<file path="config.mk">
export PLATFORM = sky130hd
export DESIGN_NAME = bcd_7seg_scan
export DESIGN_NICKNAME = d
export VERILOG_FILES = /design/src/rtl/bcd_7seg_scan.sv
export SDC_FILE = /design/constraint.sdc
export NUM_CORES = 1
export LEC_CHECK = 0
export CORE_MARGIN = 10
export CORE_UTILIZATION = 45
export DETAILED_ROUTE_END_ITERATION = 7
export HOLD_SLACK_MARGIN = 0.02
export PLACE_DENSITY = 0.69
export RECOVER_POWER = 100
export SYNTH_ARGS = -nofsm -noshare
export SYNTH_HDL_FRONTEND = slang
export SYNTH_SLANG_ARGS = --single-unit
</file>
<file path="constraint.sdc">
create_clock -name clk -period 2.6 [get_ports clk]
set_clock_uncertainty 0.15 [all_clocks]
set_input_delay 0.52 -clock clk [delete_from_list [all_inputs] [get_ports clk]]
set_output_delay 0.52 -clock clk [all_outputs]
set_load 0.02 [all_outputs]
</file>
<file path="src/rtl/bcd_7seg_scan.sv">
// Captures three BCD digits on the converter's done strobe and scans them onto a
// common-anode 7-segment display (active-low segments/anodes) with a 1-cycle gap per digit.
module bcd_7seg_scan #(
  parameter int N_DIG       = 3,
  parameter int AN_W        = 4,
  parameter int REFRESH_DIV = 100000,
  parameter bit BLANK_LZ    = 1'b1
) (
  input  logic            clk,
  input  logic            rst_n,
  input  logic            done,
  input  logic [3:0]      BCD [N_DIG],
  input  logic            en,
  output logic [6:0]      seg,
  output logic [AN_W-1:0] an,
  output logic            loaded
);

  localparam int CW = (REFRESH_DIV > 1) ? $clog2(REFRESH_DIV) : 1;
  localparam int IW = (N_DIG > 1) ? $clog2(N_DIG) : 1;

  typedef enum logic [1:0] {BLANK, SHOW, GAP} state_t;

  state_t            state, state_n;
  logic [CW-1:0]     cnt, cnt_n;
  logic [IW-1:0]     idx, idx_n;
  logic [3:0]        digit [N_DIG];
  logic              tick;
  logic              lit;
  logic              zero_above;
  logic [N_DIG-1:0]  blank_lz;
  logic [6:0]        seg_n;
  logic [AN_W-1:0]   an_n;

  function automatic logic [6:0] decode(input logic [3:0] d);
    case (d)
      4'd0:    decode = 7'h40;
      4'd1:    decode = 7'h79;
      4'd2:    decode = 7'h24;
      4'd3:    decode = 7'h30;
      4'd4:    decode = 7'h19;
      4'd5:    decode = 7'h12;
      4'd6:    decode = 7'h02;
      4'd7:    decode = 7'h78;
      4'd8:    decode = 7'h00;
      4'd9:    decode = 7'h10;
      default: decode = 7'h3F;
    endcase
  endfunction

  assign tick = (cnt == CW'(REFRESH_DIV - 1));

  // A digit is a leading zero when it and every more-significant digit are zero.
  always_comb begin
    blank_lz   = '0;
    zero_above = 1'b1;
    for (int unsigned k = 0; k < N_DIG - 1; k++) begin
      zero_above                = zero_above && (digit[N_DIG-1-k] == 4'd0);
      blank_lz[N_DIG-1-k]       = BLANK_LZ && zero_above;
    end
  end

  // The divider is held during GAP so each SHOW lasts exactly REFRESH_DIV cycles.
  always_comb begin
    state_n = state;
    cnt_n   = cnt;
    idx_n   = idx;
    if (!en) begin
      state_n = BLANK;
      cnt_n   = '0;
      idx_n   = '0;
    end else begin
      unique case (state)
        BLANK, SHOW: begin
          cnt_n = tick ? '0 : cnt + 1'b1;
          if (tick) state_n = (state == BLANK) ? SHOW : GAP;
        end
        GAP: begin
          state_n = SHOW;
          idx_n   = (idx == IW'(N_DIG - 1)) ? '0 : idx + 1'b1;
        end
        default: state_n = BLANK;
      endcase
    end
  end

  // Outputs are registered from the state being entered, but with the digits held
  // before this edge, so a digit captured on the same edge appears one cycle later.
  always_comb begin
    lit   = en && loaded && (state_n == SHOW) && !blank_lz[idx_n];
    an_n  = '1;
    seg_n = 7'h7F;
    if (lit) begin
      an_n[idx_n] = 1'b0;
      seg_n       = decode(digit[idx_n]);
    end
  end

  always_ff @(posedge clk or negedge rst_n) begin
    if (!rst_n) begin
      state  <= BLANK;
      cnt    <= '0;
      idx    <= '0;
      loaded <= 1'b0;
      seg    <= 7'h7F;
      an     <= '1;
      for (int unsigned i = 0; i < N_DIG; i++) digit[i] <= '0;
    end else begin
      state <= state_n;
      cnt   <= cnt_n;
      idx   <= idx_n;
      seg   <= seg_n;
      an    <= an_n;
      if (done) begin
        loaded <= 1'b1;
        for (int unsigned i = 0; i < N_DIG; i++) digit[i] <= BCD[i];
      end
    end
  end

endmodule
</file>
======== Word level (Yosys, flattened, before mapping) ========
Memories as Yosys holds them, arrays and structs flattened.
Cells that the tools add are included.
storage, ports and cells
  register bits after elaboration ......... 45
  ROM bits ................................ 112
  input port bits ......................... 16
  output and inout bits ................... 12
  word-level logic and storage cells ...... 52
  memories ................................ 1
memories
  memory           words  bits a word  read ports  clocked after Yosys merged registers in  write ports  line  source
  (no name shown)  16     7            1           0                                        0            36    case (d)
cells by class
  add/subtract/negate cells ............... 2
  magnitude comparators ................... 3
  equal/unequal tests ..................... 6
  muxes and demuxes ....................... 19
  bitwise logic cells ..................... 2
  reductions and logical operators ........ 10
operator list
  operator                                                                              count
  17-bit two-way mux                                                                    3
  17-bit by 1-bit adder with 17-bit output (second input constant)                      1
  17-bit == test (second input constant)                                                1
  2-bit two-way mux                                                                     6
  4-bit two-way mux                                                                     3
  4-bit binary-select mux with 2-bit select                                             1
  4-bit logical NOT                                                                     2
  7-bit two-way mux                                                                     1
  1-bit logical AND                                                                     5
  2-bit by 1-bit == test with 1-bit output (second input constant)                      2
  2-bit == test (second input constant)                                                 2
  4-bit NOT                                                                             1
  2-bit case mux with 2 select lines                                                    1
  3-bit greater-or-equal comparator (second input constant)                             1
  2-bit by 3-bit less-than comparator with 1-bit output (second input constant)         1
  2-bit NOT with 3-bit output                                                           1
  2-bit by 1-bit adder with 2-bit output (second input constant)                        1
  1-bit binary-select mux with 2-bit select                                             1
  1-bit demux with 2-bit select                                                         1
  2-bit by 1-bit greater-or-equal comparator with 1-bit output (second input constant)  1
  2-bit logical NOT                                                                     1
  1-bit two-way mux                                                                     2
  2-bit by 1-bit inequality test with 1-bit output (second input constant)              1
  2-bit OR reduction                                                                    1
  1-bit logical NOT                                                                     1

======== Logic depth before layout (Yosys ltp) ========
  depth in word-level cells ............... 10
  gate-level depth with buffers ........... 9
  mapped depth without buffers ............ 8

======== Worst setup path before layout ========
No wires, ideal clock.
  path type ............................... register to register
  start ................................... register idx[0]
  end ..................................... register seg[4]
  library setup time ...................... 0.073 ns
  arrival ................................. 2.271 ns
  data required time ...................... 2.377 ns
  slack ................................... 0.106 ns
  cell stages (with the launch flop) ...... 10
  buffers on the path ..................... 1
  period minus slack after synthesis ...... 2.494 ns
  path through ............................ dfrtp_1 buf_6 nor4bb_1 o21bai_1 and2_1 a222oi_1 inv_1 ha_1 mux2_2 a21oi_1
on the way
  longest elaborated chain between the ends .. 10
  elaborated cells on any way between the ends .. 15
  those cells by class .................... add/sub (1); eq/ne (1); mux (9); bitwise (1); reduce/logical (2); memory (1)
ends and longest elaborated chain
  item                                                                     line  source
  start: declaration                                                       26    logic [IW-1:0] idx, idx_n;
  start signal: assignment                                                 111   idx <= idx_n;
  2-bit by 1-bit adder with 2-bit output or 2-bit == test (tied branches)  80    idx_n = (idx == IW'(N_DIG - 1)) ? '0 : idx + 1'b1;
  2-bit two-way mux                                                        80
  2-bit two-way mux (*)                                                    73    unique case (state)
  2-bit two-way mux (*)                                                    68    if (!en) begin
  2-bit NOT with 3-bit output (implied by the code)                        95    seg_n = decode(digit[idx_n]);
  4-bit binary-select mux with 2-bit select                                95
  4-bit two-way mux (implied by the code) (2 in a row)                     95
  memory read 16 x 7 bit                                                   -
  7-bit two-way mux (*)                                                    93    if (lit) begin
  net seg_n[4]                                                             32    logic [6:0] seg_n;
  end signal: assignment                                                   112   seg <= seg_n;
  end: declaration                                                         14    output logic [6:0] seg,
Mark *: on every way through the listed nets, which the timed path passes. The rest lies on a longest branch. The select of a mux whose other input is x is not followed.
A chain may end at the register's enable or synchronous reset.

======== Worst setup path after layout ========
  start ................................... register cnt[14]
  end ..................................... register an[3]
on the way
  longest elaborated chain between the ends .. 8
ends and longest elaborated chain
  item                                      line  source
  start: declaration                        25    logic [CW-1:0] cnt, cnt_n;
  start signal: assignment                  110   cnt <= cnt_n;
  17-bit == test                            51    assign tick = (cnt == CW'(REFRESH_DIV - 1));
  2-bit two-way mux                         76    if (tick) state_n = (state == BLANK) ? SHOW : GAP;
  2-bit case mux with 2 select lines        73
  2-bit two-way mux                         68
  2-bit by 1-bit == test with 1-bit output  90    lit = en && loaded && (state_n == SHOW) && !blank_lz[idx_n];
  1-bit logical AND (2 in a row)            90
  4-bit two-way mux                         93
  net an_n[3]                               33    logic [AN_W-1:0] an_n;
  end signal: assignment                    113   an <= an_n;
  end: declaration                          15    output logic [AN_W-1:0] an,
The timed path passes the listed nets, and every way through them passes these cells.

==> impl_metrics.yaml <==
route:
  post-route-drc-count: 0
  met3_length_um: 295
  wl_per_cell_um: 14.0
  first_iter_violations: 148
  firstDrtPassIters: 5
  vias_per_cell: 5.42
  routed.top_layer: "met4"
  antenna_violating_nets_post_route: 0
  wl_um: 4970
  wl_met1_um: 2380
  routed-wl-met2_um: 2230
  num_vias: 1925
synth:
  ys_top_cells_by_area: "dfrtp_1, dfstp_2, mux2_2"
  ys_ff_latch: 45
  ys.flop_type: "dfrtp_1"
  post-synth-top-count-cell: "dfrtp_1"
  synth_xor_area_frac: 0.0148
  synth_compound_area_frac: 0.164
  synth.yosys.warnings: 0
  synth_fa_ha_area_frac: 0.0360
  synth_top_family_by_area: "simple AND/OR/NAND/NOR gates"
  ys_types: 49
  synth_top_area_share: 0.360
  muxShareOfSynthArea: 0.0709
  synth-simple-area-share: 0.193
  postSynthCellCount: 233
  yosysTopAreaCell: "dfrtp_1"
  synth_edf_count: 0
  syn-cell-area_mm2: 0.00236
  seq_area_frac_synth: 0.482
  syn_nets: 255
  synthArstFlopShare: 1.00
  yosys-top-cells-count: "dfrtp_1, o21ai_0, nand2_1"
  synth.avg_cell_area_um2: 10.1
final_layout:
  seq_area_mm2: 0.00114
  layout-drive-gt1-share: 0.221
  multiInputGateArea_mm2: 0.00113
  num_antenna_cells: 0
  syn2layout_area_growth_pct: 25.7
  nNetsFinal: 306
  final_core_util: 0.582
  fillers: 457
  fin_area_mm2: 0.00297
setup_path:
  worst_setup_path_end_kind: "flop"
  worstPathRequired_ns: 2.67
  cp-start-kind: "flop"
  rr_worst_depth: 5
  critPathArrivalTime_ns: 2.54
  worst-setup-path-type: "flop to flop"
  crit_path_max_fanout: 5
timing:
  drv_slew: 0
  tightest_slew_ns: 0.798
  setup_violations: 0
  rsz0062_at_grt: "no"
  fin_crit_ns: 2.48
  fin_setup_tns_ns: 0
  fin_crit_sh: 0.953
  hold_ws_ns: 0.148
  hold_violations: 0
  max_freq_mhz: 403
  maxSlewHeadroom: 0.468
clocking:
  clockBufferDepth: 2
  cts_tree: "built"
  clockRootBuffer: "clkbuf_8"
  cts_buffers: 5
  hold_buffers: 0
  clk_pin_slew_worst_paths_ns: 0.09
  clkSinkCount: 45
  htreeDepth: 2
  clk_latency_ns: 0.30
floorplanning:
  start_util: 0.463
  die_x_um: 92.5
  die_h_um: 92.5
  ioPinCount: 28
  rows: 26
  die_area_mm2: 0.00855
  core_mm2: 0.00511
pwr:
  powerDensity_mw_per_mm2: 519
  p_leak_nw: 1.17
  max-vdd-ir-drop_mv: 0.381
  power_mw: 1.54
global_routing:
  antenna_found_initial: 0
  grt_usage: 0.128
  grt_max_degree: 38
  gr-total-overflow: 0
  grt_pass1_vias: 2019
  grt_pass1_wl_um: 9190
place:
  place_congestion: 0.893
  port-buffer-count: 27
  hpwl_um: 3750
  place_area_mm2: 0.00286
worst_hold_path:
  hold_path_class: "primary input to asynchronous set/reset pin"
status:
  status: "finished, final reports clean"
run:
  max_cap_viol_count: 0
-- final cells by class --
cell class	count	area share
Timing Repair Buffer	54	0.149
Tap cell	70	0.0295
Inverter	10	0.0126
Multi-Input combinational cell	168	0.380
Sequential cell	45	0.384
Clock buffer	5	0.0231
Clock inverter	3	0.0219
-- registers in the layout, indices dropped and copies added, names as in the netlist --
name,flops
state,2
seg,7
digit,12
idx,2
cnt,17
loaded,1
an,4
-- worst paths after layout --
check / startpoint / to / slack [ns]
worst max-delay path: cnt[14] / an[3] / 0.12
worst min-delay path: rst_n / cnt[0] / 0.15
min in group clk: cnt[12] / cnt[12] / 0.36
worst min register to register: cnt[12] / cnt[12] / 0.36
max in group asynchronous: rst_n / seg[2] / 1.32
worst max register to register: cnt[14] / an[3] / 0.12
-- cells by family after synthesis --
group	after synthesis
AND/OR/NAND/NOR	83
AO/OA/AOI/OAI	59
flip-flops	45
buffers and inverters	20
multiplexers	15
adder cells (fa/ha/maj)	7
XOR/XNOR	4
-- worst max-delay path, stage by stage, from the launching register on --
cell,delay (ns)
dfrtp_1,0.38
nand4bb_1,0.21
or4_4,0.51
o31ai_2,0.27
mux2_4,0.35
or4_1,0.52
-- timing repair --
action / in CTS / in global routing
setup endpoints to repair: 0 / 5
resized for setup: 0 / 6
setup buffers: 0 / 1
endpoints found under the hold margin: 0 / 0
-- metrics by stage --
| stage | instances | setup slack (ns) |
|---|---|---|
| 2_1_floorplan | 233 | 0.106 |
| 3_3_place_gp | 346 | -0.119 |
| 3_5_place_dp | 346 | -0.195 |
| 4_1_cts | 354 | 0.0475 |
| 5_1_grt | 355 | 0.00470 |
| 6_report | 355 | 0.121 |
-- power breakdown --
group          leakage [nW]  internal (mW)  switching [mW]
clock network        0.0681          0.382           0.247
registers             0.552          0.723          0.0208
logic                 0.547         0.0893          0.0803
-- placed cells by master (no fill, tap or decap), types with 2 or more instances in the layout --
cell type	netlist	layout
nor2b_1	5	5
ha_1	6	5
xor2_1	2	2
inv_1	10	10
bufinv_16	0	2
a22o_1	2	2
nand4bb_1	2	2
o21ai_0	20	23
nor4_1	4	4
a21oi_1	7	7
dfstp_2	11	11
dlygate4sd3_1	0	13
clkbuf_1	4	7
dfrtp_1	34	32
buf_4	0	18
o41ai_1	2	2
nand2_1	19	19
clkdlybuf4s50_1	0	12
and2_1	3	3
nand3_1	9	9
nor3_1	7	7
nand2b_1	4	4
or3_1	3	3
dfrtp_2	0	2
o21ai_1	7	4
a222oi_1	2	2
or2_2	2	2
xnor2_1	2	2
and3_1	4	4
nor2_1	12	12
nand4_1	2	2
mux2_2	14	13
clkbuf_8	0	5
o31ai_1	11	12
-- metal layers --
| metal | vias to the layer above | track usage |
|---|---|---|
| met5 | - | 0 |
| met4 | 0 | 0.0488 |
| met3 | 7 | 0.0395 |
| met2 | 49 | 0.197 |
| met1 | 919 | 0.165 |
| li1 | 950 | - |
Power figures use the tool's default switching activity.
